===== src/rtl/dma_pkg.sv =====
// Shared DMA definitions: register map, DMA status codes,
// completion codes and the transfer descriptor bundle.
package dma_pkg;

    localparam logic [31:0] REG_READ_SOURCE  = 32'h00;
    localparam logic [31:0] REG_WRITE_DEST   = 32'h04;
    localparam logic [31:0] REG_BURST_SIZE   = 32'h08;
    localparam logic [31:0] REG_START        = 32'h0C;
    localparam logic [31:0] REG_WRITE_STATUS = 32'h10;
    localparam logic [31:0] REG_READ_STATUS  = 32'h14;

    typedef enum logic [1:0] {
        ST_IDLE = 2'b00,
        ST_BUSY = 2'b01,
        ST_DONE = 2'b10,
        ST_ERR  = 2'b11
    } dma_st_e;

    typedef enum logic [1:0] {
        CMP_OK      = 2'b00,
        CMP_BUS_ERR = 2'b01,
        CMP_DMA_ERR = 2'b10,
        CMP_TIMEOUT = 2'b11
    } cmp_st_e;

    typedef struct packed {
        logic [31:0] src;
        logic [31:0] dst;
        logic [11:0] len;
    } desc_t;

endpackage


===== src/rtl/dma_desc_sequencer_if.sv =====
// Register-port bundle between the descriptor sequencer (master)
// and the DMA register block (slave).
//   paddr/pwdata : address and write data, held until perr[0]
//   pwenable     : one-cycle write request
//   prenable     : one-cycle read request
//   prdata       : read data, valid with perr[0]
//   perr         : [0] access complete, [1] bad address
interface dma_desc_sequencer_if;

    logic [31:0] paddr;
    logic [31:0] pwdata;
    logic        pwenable;
    logic        prenable;
    logic [31:0] prdata;
    logic [1:0]  perr;

    modport master (
        output paddr, pwdata, pwenable, prenable,
        input  prdata, perr
    );

    modport slave (
        input  paddr, pwdata, pwenable, prenable,
        output prdata, perr
    );

endinterface


===== src/rtl/dma_desc_fifo.sv =====
// Synchronous descriptor FIFO, DEPTH a power of two.
// Ports: clk, rstn (sync, active low), push/wdata in,
//        pop in, rdata (head), full, empty, level out.
module dma_desc_fifo
    import dma_pkg::*;
#(
    parameter int DEPTH = 4,
    localparam int AW   = $clog2(DEPTH)
) (
    input  logic        clk,
    input  logic        rstn,
    input  logic        push,
    input  desc_t       wdata,
    input  logic        pop,
    output desc_t       rdata,
    output logic        full,
    output logic        empty,
    output logic [AW:0] level
);

    localparam logic [AW:0] DEPTH_L = DEPTH[AW:0];

    desc_t          mem [DEPTH];
    logic [AW-1:0]  wptr;
    logic [AW-1:0]  rptr;
    logic           do_push;
    logic           do_pop;

    assign full    = (level == DEPTH_L);
    assign empty   = (level == '0);
    assign do_push = push && !full;
    assign do_pop  = pop && !empty;
    assign rdata   = mem[rptr];

    always_ff @(posedge clk) begin
        if (do_push) begin
            mem[wptr] <= wdata;
        end
    end

    // Pointers are AW bits wide so they wrap modulo DEPTH by themselves.
    always_ff @(posedge clk) begin
        if (!rstn) begin
            wptr  <= '0;
            rptr  <= '0;
            level <= '0;
        end else begin
            if (do_push) begin
                wptr <= wptr + 1'b1;
            end
            if (do_pop) begin
                rptr <= rptr + 1'b1;
            end
            unique case ({do_push, do_pop})
                2'b10:   level <= level + 1'b1;
                2'b01:   level <= level - 1'b1;
                default: level <= level;
            endcase
        end
    end

endmodule


===== src/rtl/dma_desc_sequencer.sv =====
// Queues DMA descriptors, programs each through the register port,
// polls write status and emits one completion record per descriptor.
// Ports: clk, rstn (sync, active low); desc_valid/desc_ready/
//        desc_src/desc_dst/desc_len descriptor input; bus (register
//        master port); cmp_valid/cmp_status completion; busy;
//        fifo_level.
// Option: define DESC_SEQ_TIMEOUT_EN to bound each register access
//         to TIMEOUT_CYC cycles (completion status 11 on expiry).
module dma_desc_sequencer
    import dma_pkg::*;
#(
    parameter int FIFO_DEPTH  = 4,
    parameter int POLL_GAP    = 8,
    parameter int TIMEOUT_CYC = 64
) (
    input  logic                        clk,
    input  logic                        rstn,
    input  logic                        desc_valid,
    output logic                        desc_ready,
    input  logic [31:0]                 desc_src,
    input  logic [31:0]                 desc_dst,
    input  logic [11:0]                 desc_len,
    dma_desc_sequencer_if.master        bus,
    output logic                        cmp_valid,
    output logic [1:0]                  cmp_status,
    output logic                        busy,
    output logic [$clog2(FIFO_DEPTH):0] fifo_level
);

    if (FIFO_DEPTH < 2 || (FIFO_DEPTH & (FIFO_DEPTH - 1)) != 0 ||
        POLL_GAP < 1 || TIMEOUT_CYC < 1) begin : g_param_check
        $error("dma_desc_sequencer: illegal parameter value");
    end

    localparam int GW = $clog2(POLL_GAP + 1);

    typedef enum logic [2:0] {
        S_IDLE,
        S_LD_SRC,
        S_LD_DST,
        S_LD_LEN,
        S_START,
        S_POLL,
        S_GAP,
        S_CMP
    } state_e;

    state_e      state;
    logic [31:0] cur_dst;
    logic [11:0] cur_len;
    logic [31:0] paddr_r;
    logic [31:0] pwdata_r;
    logic        pwen_r;
    logic        pren_r;
    logic        cmp_valid_r;
    cmp_st_e     cmp_status_r;
    logic [GW-1:0] gap_cnt;

    desc_t       in_desc;
    desc_t       head;
    logic        fifo_full;
    logic        fifo_empty;
    logic        pop;
    logic        in_acc;
    logic        ack;
    logic        acc_expired;
    dma_st_e     poll_st;
    logic        unused_prdata;

    assign in_desc    = '{src: desc_src, dst: desc_dst, len: desc_len};
    assign desc_ready = !fifo_full;
    assign pop        = (state == S_IDLE) && !fifo_empty;

    dma_desc_fifo #(
        .DEPTH (FIFO_DEPTH)
    ) u_fifo (
        .clk   (clk),
        .rstn  (rstn),
        .push  (desc_valid && desc_ready),
        .wdata (in_desc),
        .pop   (pop),
        .rdata (head),
        .full  (fifo_full),
        .empty (fifo_empty),
        .level (fifo_level)
    );

    assign in_acc = (state == S_LD_SRC) || (state == S_LD_DST) ||
                    (state == S_LD_LEN) || (state == S_START)  ||
                    (state == S_POLL);

    // The enable cycle itself never carries a completion.
    assign ack = in_acc && !pwen_r && !pren_r && bus.perr[0];

    assign poll_st       = dma_st_e'(bus.prdata[1:0]);
    assign unused_prdata = ^bus.prdata[31:2];

`ifdef DESC_SEQ_TIMEOUT_EN
    localparam int TW = $clog2(TIMEOUT_CYC + 1);

    // Holds the number of cycles since the last enable pulse,
    // saturating so a stuck access cannot wrap back to zero.
    logic [TW-1:0] acc_cnt;

    always_ff @(posedge clk) begin
        if (!rstn) begin
            acc_cnt <= '0;
        end else if (pwen_r || pren_r) begin
            acc_cnt <= TW'(1);
        end else if (in_acc && acc_cnt != TW'(TIMEOUT_CYC)) begin
            acc_cnt <= acc_cnt + 1'b1;
        end
    end

    assign acc_expired = in_acc && !pwen_r && !pren_r &&
                         (acc_cnt == TW'(TIMEOUT_CYC));
`else
    assign acc_expired = 1'b0;
`endif

    always_ff @(posedge clk) begin
        if (!rstn) begin
            state        <= S_IDLE;
            cur_dst      <= '0;
            cur_len      <= '0;
            paddr_r      <= '0;
            pwdata_r     <= '0;
            pwen_r       <= 1'b0;
            pren_r       <= 1'b0;
            cmp_valid_r  <= 1'b0;
            cmp_status_r <= CMP_OK;
            gap_cnt      <= '0;
        end else begin
            pwen_r      <= 1'b0;
            pren_r      <= 1'b0;
            cmp_valid_r <= 1'b0;
            unique case (state)
                S_IDLE: begin
                    if (!fifo_empty) begin
                        cur_dst <= head.dst;
                        cur_len <= head.len;
                        if (head.len == '0) begin
                            state        <= S_CMP;
                            cmp_valid_r  <= 1'b1;
                            cmp_status_r <= CMP_OK;
                        end else begin
                            state    <= S_LD_SRC;
                            paddr_r  <= REG_READ_SOURCE;
                            pwdata_r <= head.src;
                            pwen_r   <= 1'b1;
                        end
                    end
                end
                S_GAP: begin
                    if (gap_cnt == '0) begin
                        state  <= S_POLL;
                        pren_r <= 1'b1;
                    end else begin
                        gap_cnt <= gap_cnt - 1'b1;
                    end
                end
                S_CMP: begin
                    state <= S_IDLE;
                end
                default: begin
                    if (ack && bus.perr[1]) begin
                        state        <= S_CMP;
                        cmp_valid_r  <= 1'b1;
                        cmp_status_r <= CMP_BUS_ERR;
                    end else if (ack) begin
                        unique case (state)
                            S_LD_SRC: begin
                                state    <= S_LD_DST;
                                paddr_r  <= REG_WRITE_DEST;
                                pwdata_r <= cur_dst;
                                pwen_r   <= 1'b1;
                            end
                            S_LD_DST: begin
                                state    <= S_LD_LEN;
                                paddr_r  <= REG_BURST_SIZE;
                                pwdata_r <= {20'd0, cur_len};
                                pwen_r   <= 1'b1;
                            end
                            S_LD_LEN: begin
                                state    <= S_START;
                                paddr_r  <= REG_START;
                                pwdata_r <= 32'd1;
                                pwen_r   <= 1'b1;
                            end
                            S_START: begin
                                state   <= S_POLL;
                                paddr_r <= REG_WRITE_STATUS;
                                pren_r  <= 1'b1;
                            end
                            default: begin
                                unique case (1'b1)
                                    (poll_st == ST_DONE): begin
                                        state        <= S_CMP;
                                        cmp_valid_r  <= 1'b1;
                                        cmp_status_r <= CMP_OK;
                                    end
                                    (poll_st == ST_ERR): begin
                                        state        <= S_CMP;
                                        cmp_valid_r  <= 1'b1;
                                        cmp_status_r <= CMP_DMA_ERR;
                                    end
                                    default: begin
                                        state   <= S_GAP;
                                        gap_cnt <= GW'(POLL_GAP - 1);
                                    end
                                endcase
                            end
                        endcase
                    end else if (acc_expired) begin
                        state        <= S_CMP;
                        cmp_valid_r  <= 1'b1;
                        cmp_status_r <= CMP_TIMEOUT;
                    end
                end
            endcase
        end
    end

    assign bus.paddr    = paddr_r;
    assign bus.pwdata   = pwdata_r;
    assign bus.pwenable = pwen_r;
    assign bus.prenable = pren_r;
    assign cmp_valid    = cmp_valid_r;
    assign cmp_status   = cmp_status_r;
    assign busy         = (state != S_IDLE) || (fifo_level != '0);

endmodule


===== src/flat_wrapper.sv =====
// flat-port wrapper written by rule: the top's interface ports become plain ports
module dma_desc_sequencer_flat import dma_pkg::*;
#(
    parameter int FIFO_DEPTH  = 4,
    parameter int POLL_GAP    = 8,
    parameter int TIMEOUT_CYC = 64
)
  (clk, rstn, desc_valid, desc_ready, desc_src, desc_dst, desc_len, cmp_valid, cmp_status, busy, fifo_level, bus_paddr, bus_pwdata, bus_pwenable, bus_prenable, bus_prdata, bus_perr);
  dma_desc_sequencer_if bus_i ();
  input  logic clk;
  input  logic rstn;
  input  logic desc_valid;
  output logic desc_ready;
  input  logic [31:0] desc_src;
  input  logic [31:0] desc_dst;
  input  logic [11:0] desc_len;
  output logic cmp_valid;
  output logic [1:0] cmp_status;
  output logic busy;
  output logic [$clog2(FIFO_DEPTH):0] fifo_level;
  output wire logic [$bits(bus_i.paddr)-1:0] bus_paddr;
  output wire logic [$bits(bus_i.pwdata)-1:0] bus_pwdata;
  output wire logic [$bits(bus_i.pwenable)-1:0] bus_pwenable;
  output wire logic [$bits(bus_i.prenable)-1:0] bus_prenable;
  input wire logic [$bits(bus_i.prdata)-1:0] bus_prdata;
  input wire logic [$bits(bus_i.perr)-1:0] bus_perr;
  assign bus_paddr = bus_i.paddr;
  assign bus_pwdata = bus_i.pwdata;
  assign bus_pwenable = bus_i.pwenable;
  assign bus_prenable = bus_i.prenable;
  assign bus_i.prdata = bus_prdata;
  assign bus_i.perr = bus_perr;
  dma_desc_sequencer #(.FIFO_DEPTH(FIFO_DEPTH), .POLL_GAP(POLL_GAP), .TIMEOUT_CYC(TIMEOUT_CYC)) u_core (.clk(clk), .rstn(rstn), .desc_valid(desc_valid), .desc_ready(desc_ready), .desc_src(desc_src), .desc_dst(desc_dst), .desc_len(desc_len), .bus(bus_i), .cmp_valid(cmp_valid), .cmp_status(cmp_status), .busy(busy), .fifo_level(fifo_level));
endmodule

===== config.mk =====
export PLATFORM = sky130hd
export DESIGN_NAME = dma_desc_sequencer_flat
export DESIGN_NICKNAME = d
export VERILOG_FILES = /design/src/rtl/dma_pkg.sv /design/src/rtl/dma_desc_sequencer_if.sv /design/src/rtl/dma_desc_fifo.sv /design/src/rtl/dma_desc_sequencer.sv /design/src/flat_wrapper.sv
export SDC_FILE = /design/constraint.sdc
export NUM_CORES = 1
export LEC_CHECK = 0
export ABC_AREA = 1
export CAP_MARGIN = 40
export CORE_UTILIZATION = 50
export CTS_BUF_LIST = sky130_fd_sc_hd__clkbuf_4
export DETAILED_ROUTE_END_ITERATION = 10
export PLACE_DENSITY = 0.7
export SYNTH_ARGS = -nofsm -noshare
export SYNTH_HDL_FRONTEND = slang
export SYNTH_SLANG_ARGS = --single-unit

===== constraint.sdc =====
create_clock -name clk -period 5.12 [get_ports clk]
set_input_delay 0.512 -clock clk [delete_from_list [all_inputs] [get_ports clk]]
set_output_delay 0.512 -clock clk [all_outputs]
set_load 0.02 [all_outputs]

---- Yosys cells after proc, flatten, opt, wreduce, memory -nomap -nowiden ----
Memories as Yosys holds them, arrays and structs flattened. A register that Yosys moved wholly into a read port is not among the register bits.
Index checks and enable logic that the tools add are counted.
storage, ports and cells
  register bits ........................... 127
  bits in writable memories ............... 304
  input bits .............................. 113
  output and inout bits ................... 74
  word-level logic and storage cells ...... 142
  memories ................................ 1
memory list
  name               words  width  read ports  clocked after Yosys merged registers in  write ports  RTL line             RTL
  u_core.u_fifo.mem  4      76     1           1                                        1            dma_desc_fifo.sv:23  desc_t mem [DEPTH];
operators by class
  add/subtract/negate cells ............... 5
  equality and inequality tests ........... 22
  mux-type cells .......................... 56
  bitwise logic cells ..................... 3
  reductions and logical operators ........ 42
operators by type and width
  cell                  count
  $mux W32              8
  $pmux W32 S2          2
  $pmux W32 S4          1
  $pmux W32 S3          1
  $reduce_and A6 Y1     4
  $mux W4               5
  $mux W1               18
  $eq A3 B3 Y1 const B  5
  $mux W3               5
  $mux W2               7
  $logic_not A12 Y1     1
  $pmux W3 S4           1
  $ne A2 B2 Y1 const B  5
  $reduce_bool A5 Y1    2
  $pmux W3 S3           1
  $reduce_bool A3 Y1    3
  $logic_and A1 B1 Y1   8
  $ne A2 B1 Y1 const B  4
  $pmux W2 S2           2
  $pmux W4 S2           1
  $reduce_bool A4 Y1    2
  $eq A2 B2 Y1 const B  3
  $eq A3 B2 Y1 const B  2
  $logic_not A3 Y1      2
  19 further kinds      35

---- Longest topological paths before layout ----
Gate-level depths: netlist (run 1).
  word-level depth ........................ 11
  depth in mapped cells ................... 15

---- Hierarchy ----
From an unflattened synthesis (run 1), not the netlist that was laid out.
second synthesis, totals
  cell total of the unflattened synthesis .. 1379
  area total of the unflattened synthesis .. 16128.0 µm²
modules (own cells, without submodules)
  module              instances  cells an instance  area each (µm²)  sequential area each (µm²)
  dma_desc_fifo       1          804                11883.9          9308.9
  dma_desc_sequencer  1          575                4244.1           1821.7

---- Worst setup path before layout (run 1) ----
No wires, ideal clock.
  path kind ............................... register -> register
  start ................................... reg u_core.u_fifo.level[1]
  end ..................................... mem u_core.u_fifo.mem[0][0] in the netlist's numbering, enable pin
  setup time .............................. 0.511 ns
  arrival ................................. 4.213 ns
  data required time ...................... 4.609 ns
  path slack .............................. 0.396 ns
  cell stages (with the launch flop) ...... 5
  buffers on the path ..................... 0
  period minus slack after synthesis ...... 4.724 ns
  cell sequence ........................... dfxtp_1 > inv_1 > nand3_1 > nand2_1 > nor2_1
on the way
  longest elaborated chain between the ends .. 6
ends and longest elaborated chain
  element                          RTL line                  RTL
  start: declaration               dma_desc_fifo.sv:18       output logic [AW:0] level
  start signal: assignment         dma_desc_fifo.sv:55       2'b10: level <= level + 1'b1;
  start signal: assignment         dma_desc_fifo.sv:56       2'b01: level <= level - 1'b1;
  start signal: assignment         dma_desc_fifo.sv:57       default: level <= level;
  $eq A3 B3 Y1 *                   dma_desc_fifo.sv:29       assign full = (level == DEPTH_L);
  $logic_not A1 Y1 *               dma_desc_sequencer.sv:71  assign desc_ready = !fifo_full;
  net desc_ready                   flat_wrapper.sv:13        output logic desc_ready;
  $logic_and A1 B1 Y1              dma_desc_sequencer.sv:79  .push (desc_valid && desc_ready),
  $logic_and A1 B1 Y1 *            dma_desc_fifo.sv:31       assign do_push = push && !full;
  $mux W1 *                        dma_desc_fifo.sv:36       if (do_push) begin
  $mux W1 (not written as such) *  dma_desc_fifo.sv:37       mem[wptr] <= wdata;
  end: declaration                 dma_desc_fifo.sv:23
Mark *: on every way through the listed nets, which the timed path passes. The rest lies on a longest branch.

---- Final worst setup path (run 1) ----
  start ................................... reg u_core.state[2]
  end ..................................... out busy
on the way
  longest elaborated chain between the ends .. 2
ends and longest elaborated chain
  element                   RTL line                   RTL
  start: declaration        dma_desc_sequencer.sv:48   state_e state;
  start signal: assignment  dma_desc_sequencer.sv:123  state <= S_IDLE;
  start signal: assignment  dma_desc_sequencer.sv:143  state <= S_CMP;
  start signal: assignment  dma_desc_sequencer.sv:147  state <= S_LD_SRC;
  $reduce_bool A3 Y1        dma_desc_sequencer.sv:230  assign busy = (state != S_IDLE) || (fifo_level != '0);
  $logic_or A1 B1 Y1        dma_desc_sequencer.sv:230
  end: declaration          flat_wrapper.sv:19         output logic busy;
Every way passes these cells.

==> results of run 1 <==
## cells in the mapped netlist
library cell | n | share of area (%)
sky130_fd_sc_hd__o22ai_1 | 1 | 0.040
sky130_fd_sc_hd__o21a_1 | 1 | 0.047
sky130_fd_sc_hd__nand2_1 | 209 | 5.0
sky130_fd_sc_hd__clkinv_1 | 1 | 0.024
sky130_fd_sc_hd__inv_1 | 28 | 0.66
sky130_fd_sc_hd__a22oi_1 | 11 | 0.52
sky130_fd_sc_hd__a31oi_1 | 36 | 1.4
sky130_fd_sc_hd__nor2_1 | 194 | 4.6
sky130_fd_sc_hd__edfxtp_1 | 304 | 58
sky130_fd_sc_hd__ha_1 | 7 | 0.55
sky130_fd_sc_hd__nand4_1 | 2 | 0.079
sky130_fd_sc_hd__dfxtp_1 | 100 | 13
sky130_fd_sc_hd__nand3_1 | 33 | 1.0
sky130_fd_sc_hd__o21ai_1 | 10 | 0.32
sky130_fd_sc_hd__clkbuf_1 | 37 | 0.88
sky130_fd_sc_hd__nor2_2 | 4 | 0.16
sky130_fd_sc_hd__inv_4 | 2 | 0.079
sky130_fd_sc_hd__nor3_1 | 1 | 0.032
sky130_fd_sc_hd__o21ai_0 | 150 | 4.7
sky130_fd_sc_hd__xor2_1 | 1 | 0.055
sky130_fd_sc_hd__nand2_2 | 1 | 0.040
sky130_fd_sc_hd__clkbuf_2 | 3 | 0.095
sky130_fd_sc_hd__a221oi_1 | 30 | 1.7
sky130_fd_sc_hd__nand3_2 | 1 | 0.063
sky130_fd_sc_hd__a41oi_1 | 1 | 0.055
sky130_fd_sc_hd__conb_1 | 1 | 0.024
sky130_fd_sc_hd__buf_2 | 31 | 0.98
sky130_fd_sc_hd__buf_4 | 32 | 1.5
sky130_fd_sc_hd__buf_6 | 7 | 0.50
sky130_fd_sc_hd__buf_1 | 5 | 0.12
sky130_fd_sc_hd__nor2_4 | 1 | 0.071
sky130_fd_sc_hd__xnor2_1 | 1 | 0.055
sky130_fd_sc_hd__fa_1 | 1 | 0.13
sky130_fd_sc_hd__a21oi_1 | 126 | 4.0
sky130_fd_sc_hd__nand2_4 | 1 | 0.071
## cell type report
| class | count | area (sq um) |
|---|---|---|
| fillers | 2448 | 12200 |
| flip-flops and latches | 404 | 11100 |
| multi-input cells | 852 | 4050 |
| repair buffers | 150 | 1480 |
| clock buffers | 155 | 1160 |
| well taps | 396 | 495 |
| clock inverters | 26 | 193 |
| inverters | 31 | 121 |
| diodes | 2 | 5.00 |
## cell usage in the layout, fill, tap and decap left out, types with 2 or more instances in the layout
cell | Yosys | routed
sky130_fd_sc_hd__a21oi_1 | 126 | 126
sky130_fd_sc_hd__a221oi_1 | 30 | 30
sky130_fd_sc_hd__a22oi_1 | 11 | 11
sky130_fd_sc_hd__a31oi_1 | 36 | 36
sky130_fd_sc_hd__buf_4 | 32 | 20
sky130_fd_sc_hd__bufinv_16 | 0 | 3
sky130_fd_sc_hd__clkbuf_4 | 0 | 155
sky130_fd_sc_hd__clkdlybuf4s50_1 | 0 | 127
sky130_fd_sc_hd__clkinv_1 | 1 | 18
sky130_fd_sc_hd__clkinv_2 | 0 | 2
sky130_fd_sc_hd__clkinv_4 | 0 | 2
sky130_fd_sc_hd__conb_1 | 1 | 29
sky130_fd_sc_hd__dfxtp_1 | 100 | 98
sky130_fd_sc_hd__diode_2 | 0 | 2
sky130_fd_sc_hd__edfxtp_1 | 304 | 304
sky130_fd_sc_hd__ha_1 | 7 | 7
sky130_fd_sc_hd__inv_1 | 28 | 27
sky130_fd_sc_hd__inv_2 | 0 | 2
sky130_fd_sc_hd__inv_4 | 2 | 2
sky130_fd_sc_hd__nand2_1 | 209 | 209
sky130_fd_sc_hd__nand3_1 | 33 | 33
sky130_fd_sc_hd__nand4_1 | 2 | 2
sky130_fd_sc_hd__nor2_1 | 194 | 190
sky130_fd_sc_hd__nor2_2 | 4 | 4
sky130_fd_sc_hd__nor2_4 | 1 | 5
sky130_fd_sc_hd__o21ai_0 | 150 | 150
sky130_fd_sc_hd__o21ai_1 | 10 | 10
## power by group
group	switching (mW)	internal [mW]	leakage, nW
sequential	0.256	4.12	3.61
clock	1.24	1.53	0.803
combinational	2.22	1.03	2.23
total	3.71	6.68	6.64
## per-layer routing
metal / global-route usage (%) / up-vias
li1: - / 5231
met1: 29.9 / 5202
met2: 36.7 / 452
met3: 4.88 / 43
met4: 7.72 / 0
met5: 0 / -
## through the flow
| step | area [sq um] | utilization [%] | hold WS, ns | total power [mW] | worst slack [ns] |
|---|---|---|---|---|---|
| after floorplan | 15900 | - | 0.436 | 6.66 | 0.396 |
| after global placement | 17200 | 55.9 | 0.447 | 7.56 | 2.12 |
| after detailed placement | 17300 | 56.1 | 0.455 | 7.67 | 2.11 |
| after CTS | 18600 | 60.5 | 0.365 | 10.4 | 1.97 |
| after global routing | 18600 | 60.5 | 0.371 | 11.0 | 1.88 |
| final | 18600 | 60.5 | 0.433 | 10.4 | 1.99 |
## registers in the layout (all words and copies together) (netlist names), named ones only
signal,cells
u_core.bus.pwenable,1
u_core.u_fifo.wptr,2
u_core.u_fifo.level,3
u_core.u_fifo.mem,304
u_core.cur_dst,32
u_core.bus.pwdata,32
u_core.gap_cnt,4
u_core.cmp_valid,1
u_core.cur_len,12
u_core.state,3
u_core.u_fifo.rptr,2
u_core.bus.paddr,3
u_core.cmp_status,2
u_core.bus.prenable,1
## worst max-delay path, delay by kind of cell, from the launching register on
kind	cells	cell delay, ns
simple gates	2	0.21
flops	1	0.40
buf+inv	4	1.30
## logic make-up (layout without fill, tap and decap cells)
family | count (synthesis) | in the layout | synth area share (%)
xor+xnor | 2 | 2 | 0.111
buf+inv | 146 | 362 | 4.86
flops | 404 | 404 | 70.4
simple gates | 447 | 447 | 11.1
compound gates | 366 | 366 | 12.8
fa+ha+maj | 8 | 8 | 0.681
other cells | 1 | 31 | 0.0237
## worst paths after layout
| kind | end | slack (ns) | cells after the start |
|---|---|---|---|
| max | busy | 1.99 | 6 |
| min | u_core.u_fifo.mem[2][32] | 0.43 | 1 |
| max reg2reg | u_core.bus.pwdata[8] | 2.16 | 12 |
| min reg2reg | u_core.bus.pwdata[13] | 0.46 | 2 |
==> metrics.txt, run 1 <==
Netlist Area Pre-Place 15800 sq um; Highest Clock Rate 320 MHz; sequential element share of the synthesized area 70.4%; final worst-path cycle share 61.1%; source of the critical timing path u_core.state[2]; overall global routing resource usage 22.5%; total CTS buffers 96; setup repair after global routing missed its margin false; antenna-violating nets left 0; gp weighted congestion 0.862; via density per instance 5.42; Clock Sinks 404; critical hold path startpoint desc_dst[20]; count of buffers added by post-CTS timing repair for setup 0; Total Die Area 32300 sq um; CP Cell Sequence inv_1, nand2_1, buf_4, nor2_1, inv_1, clkdlybuf4s50_1; static leakage 6.64 nW; critical path startpoint category flop; Core ar. 30800 sq um; critical path's most frequent cell sky130_fd_sc_hd__inv_1; largest net degree at the start of global routing 94; fraction of layout instances using a drive strength above 1 12.6%; total routed wire length on the met1 layer 15500 um; failing checks DRC; layout-stage area growth over the synthesis result 17.9%; count of H-tree levels built during CTS 3; starting utilization of the core area 51.3%; transition time of the tightest slew-check pin 0.875 ns; number of top-level pins 187; power density relative to cell area 557 nW/um^2; number of hold-slack violations in the final timing report 0; total via count in the routed design 10900; total of endpoints with negative setup slack in the final report 0; vias in the first global route 10600; post-layout net count 1656; largest stage delay on the critical path 0.63 ns; first-pass GRT wire length 56800 um; Max Used Layer met4; Setup TNS 0 ns; DRC errors left 15; final slew viol count 0; number of antenna violations at the first check in global routing 2; class of the tightest hold or removal check in -> reg; number of instances in the synthesized netlist 1374; count of routing violations after the opening detailed-route iteration 930; final std cells w/o fill 2016; critical-path maximum fanout 37; Min Clock Period, post-route 3.13 ns; Met3 Wirelength 2860 um; number of core rows 64; total half-perimeter wirelength after legalization and detailed placement 20900 um; First-pass DRT Iterations 11; Rel. slew slack 41.7%; average detailed-routed wire length per instance 18.0 um; clock tree from TritonCTS built; wire length on met2 17500 um; detailed-route wire length 36300 um; required time of the worst setup path 4.61 ns; kind of critical path reg -> out; die outline height 180 um; endpoint kind of the worst setup timing path output port; run status finished with violations; grt total ovfl 0; insertion delay of the later-clocked pin in the worst-skew pair 0.71 ns; Crit-path slowest cell sky130_fd_sc_hd__clkdlybuf4s50_1; Clock Path Buffers 3; clock root cell sky130_fd_sc_hd__clkbuf_4; PostCTS Resize Cnt 0; number of cells in the design after placement 1833; clock-pin slew on the worst setup and hold paths 0.07 ns; mean area per synthesized cell 11.5 sq um; max-capacitance violation count 0; Die Width 180 um; Yosys warnings 0; flip-flop and latch count after synthesis 404; Clock Skew 0.0291 ns; number of distinct standard cells referenced by the synthesized netlist 35; Peak supply drop 0.000352 V; number of buffers inserted by port buffering 127; data arrival at the endpoint of the critical path 2.62 ns; hold buffer count at CTS 0
(Power assumes the default switching activity.)
==> run 2: changes to the inputs <==
--- a/config.mk
+++ b/config.mk
@@ -10,7 +10,7 @@
 export CORE_UTILIZATION = 50
 export CTS_BUF_LIST = sky130_fd_sc_hd__clkbuf_4
 export DETAILED_ROUTE_END_ITERATION = 10
-export PLACE_DENSITY = 0.7
+export PLACE_DENSITY = 0.72
 export SYNTH_ARGS = -nofsm -noshare
 export SYNTH_HDL_FRONTEND = slang
 export SYNTH_SLANG_ARGS = --single-unit
==> constraint.sdc (replaced) <==
create_clock -name clk -period 2.5 [get_ports clk]
set_input_delay 0.25 -clock clk [delete_from_list [all_inputs] [get_ports clk]]
set_output_delay 0.25 -clock clk [all_outputs]
set_load 0.02 [all_outputs]
==> run 2 against run 1 <==
  * Die area unchanged
  * Largest power group unchanged
  * The run still ends with DRC left
  * Combinational power increased by 110%
  * Sequential share of layout area fell by 0.24 points
  * Clock skew grew 0.042 ns
  * Register-to-register slack lost 1.9 ns
  * Worst setup slack worse by 1.8 ns
  * Clock power rose by 89%
  * Sequential power up 110%
  * Clock-buffer cell count fell by 6
  * Via count fell by 0.27%
==> metrics.txt, run 2 (synthesis gave the netlist of run 1 again) <==
Critical path buffers and inverters 3 (-1); endpoint kind of the worst setup timing path output port; clock-pin slew on the worst setup and hold paths 0.07 ns (about the same); length in cells of the worst reg-to-reg path 9 (-3); Critical R2R Capture u_core.state[2]; Total Die Area 32300 sq um (unchanged); data arrival at the endpoint of the critical path 2.09 ns (-0.53 ns); count of H-tree levels built during CTS 3 (unchanged); Worst Hold Slack 0.132 ns (-0.301 ns); fill cell instance count of the final layout 2415 (-1.3%); DRC errors left 15 (unchanged); kind of critical path reg -> out; Crit-path slowest cell sky130_fd_sc_hd__dfxtp_1; register with the highest flop count u_core.u_fifo.mem; Setup TNS 0 ns (unchanged); First-pass DRT Iterations 11 (unchanged); largest stage delay on the critical path 0.37 ns (-0.26 ns); Min Clock Period, post-route 2.34 ns; top library cells by usage in the layout, fill and taps aside 304 x sky130_fd_sc_hd__edfxtp_1, 208 x sky130_fd_sc_hd__nand2_1, 190 x sky130_fd_sc_hd__nor2_1; final slew viol count 0 (unchanged); insertion delay of the later-clocked pin in the worst-skew pair 0.75 ns (+0.04 ns); number of hold-slack violations in the final timing report 0 (unchanged); clock tree from TritonCTS built; power density relative to cell area 1130 nW/um^2 (+100%); setup repair after global routing missed its margin false; via density per instance 5.39 (-0.57%); most common cell after layout, fill and taps aside sky130_fd_sc_hd__edfxtp_1; CP Cell Sequence nor2_2, nand2_1, buf_4, nor2_1, inv_1, dlygate4sd2_1; count of routing violations after the opening detailed-route iteration 886 (-4.7%); critical hold path startpoint desc_dst[17]; clock root cell sky130_fd_sc_hd__clkbuf_4; failing checks DRC; number of top-level pins 187 (unchanged); final worst-path cycle share 93.7%; total half-perimeter wirelength after legalization and detailed placement 20200 um (-3.3%); max-capacitance violation count 0 (unchanged); gp weighted congestion 0.866 (+0.50%); detailed-route wire length 35700 um (-1.8%); die outline height 180 um (unchanged); class of the tightest hold or removal check in -> reg; layout-stage area growth over the synthesis result 18.4%; required time of the worst setup path 2.25 ns (-2.36 ns); Clock Skew 0.0708 ns (+0.0417 ns); run status finished with violations; flop-to-flop setup slack 0.22 ns (-1.94 ns); total of endpoints with negative setup slack in the final report 0 (unchanged); Clock Sinks 404 (unchanged); average detailed-routed wire length per instance 17.6 um (-2.1%); post-layout net count 1662 (+0.36%); fraction of layout instances using a drive strength above 1 12.7% (+0.092 points); Core ar. 30800 sq um (unchanged); vias in the first global route 10700 (+0.65%); largest net degree at the start of global routing 123 (+31%); area used by multi-input combinational logic 4060 sq um (+0.31%); number of buffers inserted by port buffering 127 (unchanged); overall global routing resource usage 22.3% (-0.22 points); total via count in the routed design 10900 (-0.27%); starting utilization of the core area 51.3% (unchanged); hold buffer count at CTS 0 (unchanged); number of cells in the design after placement 1839 (+0.33%); Hold Path End u_core.u_fifo.mem[2][29]; reg-to-reg critical path startpoint u_core.state[0]; cell depth of the worst min-delay path 1 (unchanged); Highest Clock Rate 427 MHz; Rel. slew slack 51.2% (+9.5 points); total CTS buffers 96 (unchanged); number of antenna violations at the first check in global routing 7 (+5); critical path startpoint category flop; static leakage 6.65 nW (+0.16%); Clock Path Buffers 3 (unchanged); grt total ovfl 0 (unchanged); first-pass GRT wire length 56300 um (-0.88%); number of core rows 64 (unchanged); final std cells w/o fill 2022 (+0.30%); area occupied by registers 11100 sq um (unchanged); Peak supply drop 0.000515 V (+46%); Die Width 180 um (unchanged); transition time of the tightest slew-check pin 0.732 ns (-0.143 ns); critical-path maximum fanout 8 (-78%); antenna-violating nets left 0 (unchanged); Top Family by Delay on Critical Path buffers and inverters; max FFs per register 304 (unchanged)
[run 2: cell types whose count changed in the layout (fill, tap and decap cells not counted), sizes merged]
cell	delta
buf	+6
bufinv	-3
clkbuf	-6
clkdlybuf4s50	-1
clkinv	+4
clkinvlp	+1
diode	+2
dlygate4sd2	+1
inv	+2
[run 2: cell type report]
cell class / instances / area share (%)
antenna: 4 / 0.0535
clock buffer: 149 / 5.97
clock inverter: 30 / 0.762
inverter: 31 / 0.648
multi-input combinational: 852 / 21.7
sequential: 404 / 59.5
tap: 396 / 2.65
timing repair buffer: 156 / 8.75
[run 2: report_power, final]
| group | internal (mW) | total [mW] | switching, mW |
|---|---|---|---|
| clock | 2.74 | 5.23 | 2.49 |
| combinational | 2.32 | 6.86 | 4.54 |
| sequential | 8.44 | 9.00 | 0.564 |
| total | 13.5 | 21.1 | 7.60 |
[run 2: how the worst max path moves through the flow]
stage / startpoint / to / slack (ns) / depth (start not counted)
2_1_floorplan: u_core.u_fifo.level[1] / u_core.u_fifo.mem[0][0] / 0.04 / 4
3_3_place_gp: u_core.state[0] / u_core.state[2] / 0.31 / 9
3_5_place_dp: u_core.state[2] / u_core.state[2] / 0.29 / 9
4_1_cts: u_core.state[2] / busy / 0.12 / 6
5_1_grt: u_core.state[0] / busy / 0.01 / 6
6_report: u_core.state[0] / busy / 0.16 / 6
[run 2: worst register-to-register path, stage by stage, from the launching register on]
cell and delay (ns):
sky130_fd_sc_hd__dfxtp_1 0.45, sky130_fd_sc_hd__nor2_2 0.09, sky130_fd_sc_hd__nand2_1 0.13, sky130_fd_sc_hd__buf_4 0.19, sky130_fd_sc_hd__buf_4 0.38, sky130_fd_sc_hd__nand4_1 0.22, sky130_fd_sc_hd__a21oi_1 0.43, sky130_fd_sc_hd__nand2_1 0.09
sky130_fd_sc_hd__nor2_1 0.13, sky130_fd_sc_hd__a21oi_1 0.07
[run 2: repair_timing]
action / 4_1_cts / 5_1_grt
setup endpoints to repair: 1 / 0
gates resized for setup: 1 / 0
buffers inserted: 0 / 0
[run 2: metal layers]
layer / up-vias / routed length (um) / share of wire, % / global-route usage (%)
met5: - / 38 / 0.11 / 0
met3: 41 / 2830 / 7.9 / 5.29
met2: 434 / 17000 / 48 / 36.4
met4: 6 / 465 / 1.3 / 7.14
li1: 5249 / - / - / -
met1: 5168 / 15300 / 43 / 29.4
[run 2: through the flow]
| step | utilization (%) | instance area (sq um) | setup slack [ns] | power [mW] |
|---|---|---|---|---|
| 6_report | 60.7 | 18700 | 0.157 | 21.1 |
| 5_1_grt | 60.7 | 18700 | 0.0114 | 22.4 |
| 2_1_floorplan | - | 16000 | 0.0429 | 13.6 |
| 3_5_place_dp | 56.6 | 17500 | 0.289 | 16.0 |
| 4_1_cts | 60.7 | 18700 | 0.125 | 21.2 |
| 3_3_place_gp | 56.6 | 17500 | 0.306 | 15.8 |
==> run 3: changes to the inputs <==
--- a/config.mk
+++ b/config.mk
@@ -11,6 +11,7 @@
 export CTS_BUF_LIST = sky130_fd_sc_hd__clkbuf_4
 export DETAILED_ROUTE_END_ITERATION = 10
 export PLACE_DENSITY = 0.72
+export SLEW_MARGIN = 20
 export SYNTH_ARGS = -nofsm -noshare
 export SYNTH_HDL_FRONTEND = slang
 export SYNTH_SLANG_ARGS = --single-unit
==> results of run 3 <==
Same layout as run 2: the final DEF is identical, and so are final timing and power.
